$ cat src/rtl/dallanma_ongorucu_pkg.sv
// ----------------------------------------------------------------------------
// dallanma_ongorucu_pkg
// Shared definitions for the gshare branch predictor slice.
//   - Default table sizing (SATIR_BIT_VARSAYILAN, GHR_BIT_VARSAYILAN)
//   - 2-bit saturating counter encoding (sayac_e)
//   - sayacGuncelle: one training step of a saturating counter
//   - sayacAtlar: whether a counter state means "predict taken"
// No ports; imported by the interface, the BTB and the top module.
// ----------------------------------------------------------------------------
package dallanma_ongorucu_pkg;

  localparam int SATIR_BIT_VARSAYILAN = 6;
  localparam int GHR_BIT_VARSAYILAN   = 6;
  localparam int PS_GENISLIK          = 32;

  // Counter states, ordered so that plain +1/-1 walks between them and the
  // MSB alone decides the taken/not-taken prediction.
  typedef enum logic [1:0] {
    GUCLU_ATLAMAZ = 2'b00,
    ZAYIF_ATLAMAZ = 2'b01,
    ZAYIF_ATLAR   = 2'b10,
    GUCLU_ATLAR   = 2'b11
  } sayac_e;

  // One training step: a taken outcome climbs towards GUCLU_ATLAR, a
  // not-taken outcome falls towards GUCLU_ATLAMAZ, and both ends stick.
  function automatic sayac_e sayacGuncelle(input sayac_e mevcut, input logic atladi);
    sayac_e sonraki;
    sonraki = mevcut;
    if (atladi) begin
      if (mevcut != GUCLU_ATLAR) begin
        sonraki = sayac_e'(mevcut + 2'b01);
      end
    end else begin
      if (mevcut != GUCLU_ATLAMAZ) begin
        sonraki = sayac_e'(mevcut - 2'b01);
      end
    end
    return sonraki;
  endfunction

  // Both "taken" states share a set MSB.
  function automatic logic sayacAtlar(input sayac_e durum);
    return durum[1];
  endfunction

endpackage

$ cat src/rtl/dallanma_ongorucu_if.sv
// ----------------------------------------------------------------------------
// dallanma_ongorucu_if
// Bundles the fetch-side prediction request/response and the resolution-side
// training signals of the branch predictor.
//   ps_i, ps_gecerli_i            fetch PC and its valid flag
//   ongoru_atla_o                 predicted taken
//   ongoru_hedef_o                predicted target (0 when not taken)
//   ongoru_ghr_o                  GHR snapshot used for the prediction
//   guncelle_gecerli_i            a resolved branch is presented this cycle
//   guncelle_atladi_i             actual outcome (1 = taken)
//   guncelle_ps_i                 PC of the resolved branch
//   guncelle_hedef_adresi_i       resolved target
//   guncelle_ghr_i                GHR snapshot that travelled with the branch
//   dallanma_hata_i               misprediction flag
// Modports: slave = the predictor, master = the pipeline driving it.
// ----------------------------------------------------------------------------
interface dallanma_ongorucu_if
  import dallanma_ongorucu_pkg::*;
#(
  parameter int GHR_BIT = GHR_BIT_VARSAYILAN
) ();

  logic [PS_GENISLIK-1:0] ps_i;
  logic                   ps_gecerli_i;
  logic                   ongoru_atla_o;
  logic [PS_GENISLIK-1:0] ongoru_hedef_o;
  logic [GHR_BIT-1:0]     ongoru_ghr_o;
  logic                   guncelle_gecerli_i;
  logic                   guncelle_atladi_i;
  logic [PS_GENISLIK-1:0] guncelle_ps_i;
  logic [PS_GENISLIK-1:0] guncelle_hedef_adresi_i;
  logic [GHR_BIT-1:0]     guncelle_ghr_i;
  logic                   dallanma_hata_i;

  modport slave (
    input  ps_i,
    input  ps_gecerli_i,
    output ongoru_atla_o,
    output ongoru_hedef_o,
    output ongoru_ghr_o,
    input  guncelle_gecerli_i,
    input  guncelle_atladi_i,
    input  guncelle_ps_i,
    input  guncelle_hedef_adresi_i,
    input  guncelle_ghr_i,
    input  dallanma_hata_i
  );

  modport master (
    output ps_i,
    output ps_gecerli_i,
    input  ongoru_atla_o,
    input  ongoru_hedef_o,
    input  ongoru_ghr_o,
    output guncelle_gecerli_i,
    output guncelle_atladi_i,
    output guncelle_ps_i,
    output guncelle_hedef_adresi_i,
    output guncelle_ghr_i,
    output dallanma_hata_i
  );

endinterface

$ cat src/rtl/dallanma_ongorucu_hedef_tablosu.sv
// ----------------------------------------------------------------------------
// dallanma_hedef_tablosu
// Direct-mapped branch target buffer: per-row valid bit, tag and target.
//   clk_i, rst_i       clock, synchronous active-low reset (clears valid bits)
//   oku_satir_i        row addressed by the fetch PC
//   oku_etiket_i       tag of the fetch PC
//   isabet_o           row is valid and its tag matches
//   hedef_o            stored target of the addressed row
//   yaz_i              write strobe (taken branch resolved)
//   yaz_satir_i        row of the resolved branch
//   yaz_etiket_i       tag of the resolved branch
//   yaz_hedef_i        resolved target to store
// Reads are combinational from the registered arrays, so a write in the same
// cycle as a read of that row becomes visible only from the next cycle.
// ----------------------------------------------------------------------------
module dallanma_hedef_tablosu
  import dallanma_ongorucu_pkg::*;
#(
  parameter int SATIR_BIT  = SATIR_BIT_VARSAYILAN,
  parameter int ETIKET_BIT = PS_GENISLIK - SATIR_BIT_VARSAYILAN - 2
) (
  input  logic                   clk_i,
  input  logic                   rst_i,
  input  logic [SATIR_BIT-1:0]   oku_satir_i,
  input  logic [ETIKET_BIT-1:0]  oku_etiket_i,
  output logic                   isabet_o,
  output logic [PS_GENISLIK-1:0] hedef_o,
  input  logic                   yaz_i,
  input  logic [SATIR_BIT-1:0]   yaz_satir_i,
  input  logic [ETIKET_BIT-1:0]  yaz_etiket_i,
  input  logic [PS_GENISLIK-1:0] yaz_hedef_i
);

  localparam int SATIR_SAYISI = 1 << SATIR_BIT;

  logic                   gecerli_q [SATIR_SAYISI];
  logic                   gecerli_d [SATIR_SAYISI];
  logic [ETIKET_BIT-1:0]  etiket_q  [SATIR_SAYISI];
  logic [PS_GENISLIK-1:0] hedef_q   [SATIR_SAYISI];

  // A write only ever sets a valid bit; nothing but reset clears one, so an
  // entry stays usable until it is overwritten by another taken branch.
  always_comb begin
    gecerli_d = gecerli_q;
    if (yaz_i) begin
      gecerli_d[yaz_satir_i] = 1'b1;
    end
  end

  // Valid bits are the only BTB state that needs a reset: with all of them
  // cleared the tag/target contents are never looked at.
  always_ff @(posedge clk_i) begin
    if (!rst_i) begin
      for (int i = 0; i < SATIR_SAYISI; i++) begin
        gecerli_q[i] <= 1'b0;
      end
    end else begin
      gecerli_q <= gecerli_d;
    end
  end

  // Tag and target storage; a write arriving during reset is dropped so the
  // whole update disappears, not just its valid bit.
  always_ff @(posedge clk_i) begin
    if (rst_i && yaz_i) begin
      etiket_q[yaz_satir_i] <= yaz_etiket_i;
      hedef_q[yaz_satir_i]  <= yaz_hedef_i;
    end
  end

  // Hit needs both a valid row and a full tag match, so two PCs sharing a
  // row never hand each other's target out.
  always_comb begin
    isabet_o = gecerli_q[oku_satir_i] && (etiket_q[oku_satir_i] == oku_etiket_i);
    hedef_o  = hedef_q[oku_satir_i];
  end

endmodule

$ cat src/rtl/dallanma_ongorucu.sv
// ----------------------------------------------------------------------------
// dallanma_ongorucu
// Gshare conditional-branch predictor with a branch target buffer.
//   clk_i   clock; every state update happens on the rising edge
//   rst_i   synchronous, active-low reset
//   bus     dallanma_ongorucu_if.slave: fetch request/prediction and
//           resolution-stage training signals
// Fetch side: the PC row XOR the live GHR picks a 2-bit counter; the
// prediction is "taken" only when the counter says so and the BTB holds a
// matching entry for the PC. The GHR used is handed out with the prediction.
// Resolution side: the returned GHR snapshot (never the live one) selects the
// counter to train, and the history is rebuilt from that snapshot so any
// wrong-path history is thrown away. hataSayaci_q counts reported
// mispredictions for debug only.
// ----------------------------------------------------------------------------
module dallanma_ongorucu
  import dallanma_ongorucu_pkg::*;
#(
  parameter int SATIR_BIT = SATIR_BIT_VARSAYILAN,
  parameter int GHR_BIT   = GHR_BIT_VARSAYILAN
) (
  input logic                clk_i,
  input logic                rst_i,
  dallanma_ongorucu_if.slave bus
);

  localparam int SATIR_SAYISI = 1 << SATIR_BIT;
  localparam int ETIKET_BIT   = PS_GENISLIK - SATIR_BIT - 2;

  sayac_e                 phtTablo_q [SATIR_SAYISI];
  sayac_e                 phtTablo_d [SATIR_SAYISI];
  logic [GHR_BIT-1:0]     ghr_q;
  logic [GHR_BIT-1:0]     ghr_d;
  logic [PS_GENISLIK-1:0] hataSayaci_q;
  logic [PS_GENISLIK-1:0] hataSayaci_d;

  logic [SATIR_BIT-1:0]   okumaSatir;
  logic [SATIR_BIT-1:0]   okumaPhtIdx;
  logic [ETIKET_BIT-1:0]  okumaEtiket;
  logic [SATIR_BIT-1:0]   yazmaSatir;
  logic [SATIR_BIT-1:0]   yazmaPhtIdx;
  logic [ETIKET_BIT-1:0]  yazmaEtiket;
  logic                   tahminGecerli;
  logic                   btbYaz;
  logic                   btbIsabet;
  logic [PS_GENISLIK-1:0] btbHedef;
  logic                   tahminAtla;
  logic                   unusedBitler;

  // Index/tag split of both PCs. The low two PC bits never take part. The
  // history is zero-extended on the left before the XOR, which is why the
  // GHR may not be longer than the row index.
  always_comb begin
    okumaSatir  = bus.ps_i[SATIR_BIT+1:2];
    okumaEtiket = bus.ps_i[PS_GENISLIK-1:SATIR_BIT+2];
    okumaPhtIdx = okumaSatir ^ SATIR_BIT'(ghr_q);
    yazmaSatir  = bus.guncelle_ps_i[SATIR_BIT+1:2];
    yazmaEtiket = bus.guncelle_ps_i[PS_GENISLIK-1:SATIR_BIT+2];
    yazmaPhtIdx = yazmaSatir ^ SATIR_BIT'(bus.guncelle_ghr_i);
  end

  // Bits that the indexing scheme deliberately discards; folded together so
  // they are visibly accounted for.
  assign unusedBitler = ^{bus.ps_i[1:0], bus.guncelle_ps_i[1:0],
                          bus.guncelle_ghr_i[GHR_BIT-1]};

  // Only a taken branch teaches the BTB anything; a not-taken outcome has no
  // useful target and must not evict a good entry.
  assign btbYaz = bus.guncelle_gecerli_i & bus.guncelle_atladi_i;

  dallanma_hedef_tablosu #(
    .SATIR_BIT  (SATIR_BIT),
    .ETIKET_BIT (ETIKET_BIT)
  ) u_hedefTablosu (
    .clk_i        (clk_i),
    .rst_i        (rst_i),
    .oku_satir_i  (okumaSatir),
    .oku_etiket_i (okumaEtiket),
    .isabet_o     (btbIsabet),
    .hedef_o      (btbHedef),
    .yaz_i        (btbYaz),
    .yaz_satir_i  (yazmaSatir),
    .yaz_etiket_i (yazmaEtiket),
    .yaz_hedef_i  (bus.guncelle_hedef_adresi_i)
  );

  // Prediction path, purely combinational from registered state. While reset
  // is asserted or no PC is offered every output is forced to zero, so the
  // fetch stage never sees stale tables. There is no bypass from a
  // same-cycle update: the prediction uses the pre-update counter.
  always_comb begin
    tahminGecerli      = rst_i & bus.ps_gecerli_i;
    tahminAtla         = tahminGecerli & btbIsabet & sayacAtlar(phtTablo_q[okumaPhtIdx]);
    bus.ongoru_atla_o  = tahminAtla;
    bus.ongoru_hedef_o = tahminAtla ? btbHedef : '0;
    bus.ongoru_ghr_o   = tahminGecerli ? ghr_q : '0;
  end

  // Training path. Everything keys off guncelle_gecerli_i, so stray values
  // on the other update inputs are harmless. The misprediction flag does not
  // alter training; the counter it feeds is purely observational.
  always_comb begin
    phtTablo_d   = phtTablo_q;
    ghr_d        = ghr_q;
    hataSayaci_d = hataSayaci_q;
    if (bus.guncelle_gecerli_i) begin
      phtTablo_d[yazmaPhtIdx] = sayacGuncelle(phtTablo_q[yazmaPhtIdx], bus.guncelle_atladi_i);
      ghr_d = {bus.guncelle_ghr_i[GHR_BIT-2:0], bus.guncelle_atladi_i};
      if (bus.dallanma_hata_i) begin
        hataSayaci_d = hataSayaci_q + 32'd1;
      end
    end
  end

  // State registers. Reset wins over any update in the same cycle, leaves
  // every counter weakly not-taken and clears the history and debug count.
  always_ff @(posedge clk_i) begin
    if (!rst_i) begin
      for (int i = 0; i < SATIR_SAYISI; i++) begin
        phtTablo_q[i] <= ZAYIF_ATLAMAZ;
      end
      ghr_q        <= '0;
      hataSayaci_q <= '0;
    end else begin
      phtTablo_q   <= phtTablo_d;
      ghr_q        <= ghr_d;
      hataSayaci_q <= hataSayaci_d;
    end
  end

endmodule

$ cat src/flat_wrapper.sv
// flat-port wrapper written by rule: the top's interface ports become plain ports
module dallanma_ongorucu_flat import dallanma_ongorucu_pkg::*;
#(
  parameter int SATIR_BIT = SATIR_BIT_VARSAYILAN,
  parameter int GHR_BIT   = GHR_BIT_VARSAYILAN
)
  (clk_i, rst_i, bus_ps_i, bus_ps_gecerli_i, bus_ongoru_atla_o, bus_ongoru_hedef_o, bus_ongoru_ghr_o, bus_guncelle_gecerli_i, bus_guncelle_atladi_i, bus_guncelle_ps_i, bus_guncelle_hedef_adresi_i, bus_guncelle_ghr_i, bus_dallanma_hata_i);
  dallanma_ongorucu_if #(.GHR_BIT(GHR_BIT)) bus_i ();
  input logic clk_i;
  input logic rst_i;
  input wire logic [$bits(bus_i.ps_i)-1:0] bus_ps_i;
  input wire logic [$bits(bus_i.ps_gecerli_i)-1:0] bus_ps_gecerli_i;
  output wire logic [$bits(bus_i.ongoru_atla_o)-1:0] bus_ongoru_atla_o;
  output wire logic [$bits(bus_i.ongoru_hedef_o)-1:0] bus_ongoru_hedef_o;
  output wire logic [$bits(bus_i.ongoru_ghr_o)-1:0] bus_ongoru_ghr_o;
  input wire logic [$bits(bus_i.guncelle_gecerli_i)-1:0] bus_guncelle_gecerli_i;
  input wire logic [$bits(bus_i.guncelle_atladi_i)-1:0] bus_guncelle_atladi_i;
  input wire logic [$bits(bus_i.guncelle_ps_i)-1:0] bus_guncelle_ps_i;
  input wire logic [$bits(bus_i.guncelle_hedef_adresi_i)-1:0] bus_guncelle_hedef_adresi_i;
  input wire logic [$bits(bus_i.guncelle_ghr_i)-1:0] bus_guncelle_ghr_i;
  input wire logic [$bits(bus_i.dallanma_hata_i)-1:0] bus_dallanma_hata_i;
  assign bus_i.ps_i = bus_ps_i;
  assign bus_i.ps_gecerli_i = bus_ps_gecerli_i;
  assign bus_ongoru_atla_o = bus_i.ongoru_atla_o;
  assign bus_ongoru_hedef_o = bus_i.ongoru_hedef_o;
  assign bus_ongoru_ghr_o = bus_i.ongoru_ghr_o;
  assign bus_i.guncelle_gecerli_i = bus_guncelle_gecerli_i;
  assign bus_i.guncelle_atladi_i = bus_guncelle_atladi_i;
  assign bus_i.guncelle_ps_i = bus_guncelle_ps_i;
  assign bus_i.guncelle_hedef_adresi_i = bus_guncelle_hedef_adresi_i;
  assign bus_i.guncelle_ghr_i = bus_guncelle_ghr_i;
  assign bus_i.dallanma_hata_i = bus_dallanma_hata_i;
  dallanma_ongorucu #(.SATIR_BIT(SATIR_BIT), .GHR_BIT(GHR_BIT)) u_core (.clk_i(clk_i), .rst_i(rst_i), .bus(bus_i));
endmodule
$ cat config.mk
export PLATFORM = sky130hd
export DESIGN_NAME = dallanma_ongorucu_flat
export DESIGN_NICKNAME = d
export VERILOG_FILES = /design/src/rtl/dallanma_ongorucu_pkg.sv /design/src/rtl/dallanma_ongorucu_if.sv /design/src/rtl/dallanma_ongorucu_hedef_tablosu.sv /design/src/rtl/dallanma_ongorucu.sv /design/src/flat_wrapper.sv
export SDC_FILE = /design/constraint.sdc
export NUM_CORES = 2
export LEC_CHECK = 0
export CORE_ASPECT_RATIO = 0.5
export CORE_MARGIN = 4
export CORE_UTILIZATION = 65
export DETAILED_ROUTE_END_ITERATION = 8
export GPL_TIMING_DRIVEN = 1
export PLACE_DENSITY = 0.93
export SYNTH_ARGS = -nofsm -noshare
export SYNTH_HDL_FRONTEND = slang
export SYNTH_SLANG_ARGS = --single-unit
$ cat constraint.sdc
create_clock -name clk_i -period 7.2 [get_ports clk_i]
set_input_delay 1.44 -clock clk_i [delete_from_list [all_inputs] [get_ports clk_i]]
set_output_delay 1.44 -clock clk_i [all_outputs]
set_load 0.005 [all_outputs]
==> results of run 1 <==
[logic make-up after synthesis]
| kind of cell | Yosys count | share of synthesized area (%) |
|---|---|---|
| AO/OA/AOI/OAI | 534 | 2.40 |
| XOR/XNOR | 46 | 0.279 |
| buffers and inverters | 394 | 1.57 |
| flip-flops | 3782 | 75.9 |
| multiplexers | 1239 | 17.0 |
| AND/OR/NAND/NOR | 819 | 2.81 |
[through the flow]
| stage | cells | hold WS [ns] | worst slack, ns |
|---|---|---|---|
| after floorplan | 6814 | 0.418 | 1.49 |
| after global placement | 9911 | 0.425 | 0.0332 |
| after detailed placement | 9911 | 0.436 | -0.268 |
[cells in the mapped netlist, types with 6 or more instances]
master     number  area, um2
buf_12         12        240
inv_1           9       33.8
edfxtp_1     3584     108000
nand2_1       232        871
nor3b_1        62        465
and4_1         32        280
a32oi_1         6       52.6
o2111ai_1       8       70.1
a31oi_1        29        181
xnor2_1        21        184
and3_1         26        163
buf_6          28        315
a22o_1          9       78.8
a211oi_1       25        188
dfxtp_1       198       3960
a22oi_1        79        593
mux4_2        971      21900
a21oi_1       107        536
and2_1         17        106
a21o_1         66        495
nand4_1        25        156
nor2_1        181        679
mux2i_1       222       2220
o21ai_0        93        465
o221ai_1        7       61.3
o211ai_1        8       60.1
nand3_1       135        676
nand2b_1       10       62.6
nand3b_1        6       45.0
nor3_1         24        120
a221oi_1       12        105
o22ai_1        51        319
buf_2         159        796
nor4_1         10       62.6
buf_4          43        323
mux2_2         19        214
buf_1          46        173
mux4_1         27        709
nor2b_1        32        200
clkbuf_1       84        315
xor2_1         24        210
==> impl_metrics.json, run 1 <==
{
  "clock-sinks": 3782,
  "post_cts_buffers": 2,
  "rows": 123,
  "htree_levels": 5,
  "initial_core_util_pct": 65.4,
  "avgSynthCellArea_um2": 21.6,
  "root_buffer": "clkbuf_16",
  "ys_seq_area_share_pct": 75.9,
  "ys_types": 81,
  "synth_ff_type": "edfxtp_1",
  "place_congestion": 0.900,
  "io_pins": 147,
  "synth_seq_cells": 3782,
  "syn_inst": 6814,
  "async_flop_share_pct": 0,
  "place_area_mm2": 0.154,
  "dp_hpwl_um": 276000,
  "die_y_um": 344,
  "clockBufferDepth": 4,
  "synth_fp_nets": 6922,
  "synth-edff-count": 3584,
  "cts_hold_buf": 0,
  "tool.error": "[ERROR DPL-0033] detailed placement checks failed during check placement.",
  "status": "aborted with a tool error",
  "cts_resized": 61,
  "netlist_area_mm2": 0.147,
  "failing_step": "4_1_cts",
  "die_w_um": 681,
  "portBuffers": 141,
  "cts_buffers": 310,
  "ys_warn_count": 0
}
==> inputs of run 2 (changes only) <==
CORE_ASPECT_RATIO = unset   (was 0.5)
CORE_UTILIZATION = 40   (was 65)
PLACE_DENSITY = unset   (was 0.93)
PLACE_DENSITY_LB_ADDON = 0.15   (was unset)
==> impl_metrics.json, run 2 <==
{
  "met1_usage_pct": 33.6,
  "regMostFlops": "u_core.u_hedefTablosu.hedef_q",
  "synth_seq_cells": 3782,
  "place_area_mm2": 0.156,
  "root_buffer": "clkbuf_16",
  "ys_warn_count": 0,
  "final_cells": 12500,
  "ys_types": 81,
  "slew_viol_final": 0,
  "htree_levels": 5,
  "portBuffers": 141,
  "async_flop_share_pct": 0,
  "drtPass1Iterations": 5,
  "hold_path_class": "reg2reg",
  "maxCapViolCount": 0,
  "timing.rr.end": "u_core.phtTablo_q[124]$_SDFFE_PN1P_",
  "grt_overflow_total": 0,
  "avgSynthCellArea_um2": 21.6,
  "rows": 222,
  "fp.dieArea_mm2": 0.377,
  "path_cells": "buf_16 -> buf_12 -> buf_12 -> buf_4 -> mux4_2 -> mux2i_1 -> a211oi_1 -> o22ai_1 -> xnor2_1 -> nor2_4 -> buf_4 -> and4_2 -> buf_12 -> and4_1 -> clkdlybuf4s50_1",
  "placedCellCount": 11800,
  "grt_max_degree": 94,
  "ys_seq_area_share_pct": 75.9,
  "antenna_found_initial": 30,
  "n_fill_cell": 30300,
  "cp_data_arrival_time_ns": 5.64,
  "clockBufferDepth": 4,
  "timing_worst_slew_pin_value_ns": 1.24,
  "largest_reg_flops": 2048,
  "crit_start": "bus_ps_i[2]",
  "yosys-top-cells-area": "edfxtp_1 (73%), mux4_2 (15%), dfxtp_1 (2.7%), mux2i_1 (1.5%), nand2_1 (0.59%)",
  "synth_fp_nets": 6922,
  "design_area_mm2": 0.169,
  "grt_pass1_vias": 75900,
  "io_pins": 147,
  "ir_drop_mv": 0.213,
  "cp_max_fo": 32,
  "synth-edff-count": 3584,
  "clock_skew_ns": 0.0181,
  "max_slew_margin_pct": 17.1,
  "status": "finished clean",
  "final_antenna_net_count": 0,
  "syn_to_final_growth_pct": 15.1,
  "period_needed_ns": 7.08,
  "synth_top_area_share_pct": 73.2,
  "layout_commonest_cell": "edfxtp_1",
  "dpl_worst_slack_ns": -0.157,
  "power.leakage_nw": 53.7,
  "met2_usage_pct": 39.0,
  "drive_gt1_share_pct": 27.1,
  "path_common_cell": "buf_12",
  "use_met3_pct": 3.87,
  "die_y_um": 614,
  "netlist_area_mm2": 0.147,
  "post_cts_buffers": 0,
  "synth_ff_type": "edfxtp_1",
  "grt_pass1_wl_um": 630000,
  "post-route-period-util_pct": 98.3,
  "routed_wl_um": 459000,
  "drtIter0Drc": 9990,
  "cp-end-kind": "output pin",
  "finalSetupViolCount": 0,
  "dp_hpwl_um": 246000,
  "power.density_mw_per_mm2": 276,
  "rsz0062_at_grt": "no",
  "cp_slowest_cell": "mux4_2",
  "route.detailed.drc": 0,
  "clock-sinks": 3782,
  "ff2ff_setup_slack_ns": 4.30,
  "place_congestion": 0.801,
  "nets": 7480,
  "r2r-start": "u_core.phtTablo_q[107]$_SDFFE_PN0P_",
  "cts_tree": "done",
  "yosysTopAreaCell": "edfxtp_1",
  "vias": 76100,
  "initial_core_util_pct": 40.2,
  "cp.required_ns": 5.76,
  "die_w_um": 614,
  "min_to": "u_core.u_hedefTablosu.gecerli_q[58]$_SDFFE_PN0P_",
  "fmax_mhz": 141,
  "critical_path_class": "in2out",
  "timing.setup.tns_ns": 0,
  "cp-start-kind": "input port",
  "path_clk_slew_ns": 0.05,
  "drt-vias-per-instance": 6.08,
  "coreArea_mm2": 0.366,
  "whs_path_depth": 1,
  "syn_inst": 6814,
  "yosysMostFrequentCell": "edfxtp_1",
  "slowest_delay_ns": 0.52,
  "final_cell_mix": "edfxtp_1 (3584), mux4_2 (971), clkbuf_16 (413)",
  "grt.total_usage_pct": 23.8,
  "clock_latency_ns": 0.97,
  "cts_buffers": 407,
  "fin_ws_ns": 0.122,
  "hold_viol_final": 0,
  "grt_busiest_layer": "met2",
  "avgRoutedWirePerCell_um": 36.6,
  "rr_worst_depth": 9,
  "worstHoldStart": "u_core.u_hedefTablosu.gecerli_q[58]$_SDFFE_PN0P_",
  "reg_top3": "u_core.u_hedefTablosu.hedef_q: 2048 flops, u_core.u_hedefTablosu.etiket_q: 1536 flops, u_core.phtTablo_q: 128 flops",
  "synth_commonest_cells": "edfxtp_1 (3584), mux4_2 (971), nand2_1 (232)"
}
run 2: cell type report:
cell class | instances | area (um2) | area share (%)
antenna | 6 | 15.0 | 0.00888
sequential | 3782 | 112000 | 66.0
clock buffer | 506 | 10800 | 6.36
multi-input combinational | 2638 | 33600 | 19.9
timing repair buffer | 533 | 5170 | 3.05
clock inverter | 228 | 1920 | 1.13
inverter | 10 | 42.5 | 0.0252
tap | 4816 | 6030 | 3.56
run 2: cells by family after synthesis:
family | count (synthesis) | synth area share (%)
multiplexers | 1239 | 17.0
AO/OA/AOI/OAI | 534 | 2.40
XOR/XNOR | 46 | 0.279
flip-flops | 3782 | 75.9
buffers and inverters | 394 | 1.57
AND/OR/NAND/NOR | 819 | 2.81
run 2: layer usage:
metal  vias to the layer above  share of wire [%]  wire length (um)
met5                         -              0.015                71
met4                        12                2.5             11500
met3                       660                7.1             32400
met2                      3307                 49            224000
met1                     42200                 42            191000
li1                      29900                  -                 -
run 2: repair_timing:
action / 4_1_cts / 5_1_grt
resized for setup: 1 / 3
setup endpoints to repair: 33 / 32
hold buffers: 0 / 0
run 2: metrics by stage:
| step | utilization (%) | hold WS (ns) | power, mW |
|---|---|---|---|
| floorplan | - | 0.418 | 26.0 |
| global placement | 42.7 | 0.425 | 27.0 |
| detailed placement | 42.8 | 0.431 | 27.0 |
| CTS | 46.2 | 0.444 | 47.0 |
| global route | 46.2 | 0.464 | 48.1 |
| finish | 46.2 | 0.444 | 46.6 |
run 2: worst max-delay path by stage:
stage | cells past startpoint | endpoint | slack [ns]
finish | 15 | bus_ongoru_hedef_o[18] | 0.12
detailed placement | 15 | bus_ongoru_hedef_o[21] | -0.16
CTS | 15 | bus_ongoru_hedef_o[18] | 0.01
global placement | 15 | bus_ongoru_hedef_o[5] | -0.14
global route | 15 | bus_ongoru_hedef_o[18] | 0.02
floorplan | 13 | bus_ongoru_hedef_o[17] | 1.49
run 2: critical path: cells and delay by family:
family / cells / cell delay (ns)
AO/OA/AOI/OAI: 2 / 0.44
XOR/XNOR: 1 / 0.16
buffers and inverters: 7 / 1.91
multiplexers: 2 / 0.69
AND/OR/NAND/NOR: 3 / 0.82
run 2: power breakdown:
group	switching (mW)	internal, mW	leakage [nW]	total, mW
Clock	8.61	11.5	6.21	20.1
Combinational	1.49	0.927	13.7	2.41
Sequential	0.0179	24.1	33.8	24.1
Total	10.1	36.5	53.7	46.6
(Power assumes the default switching activity.)
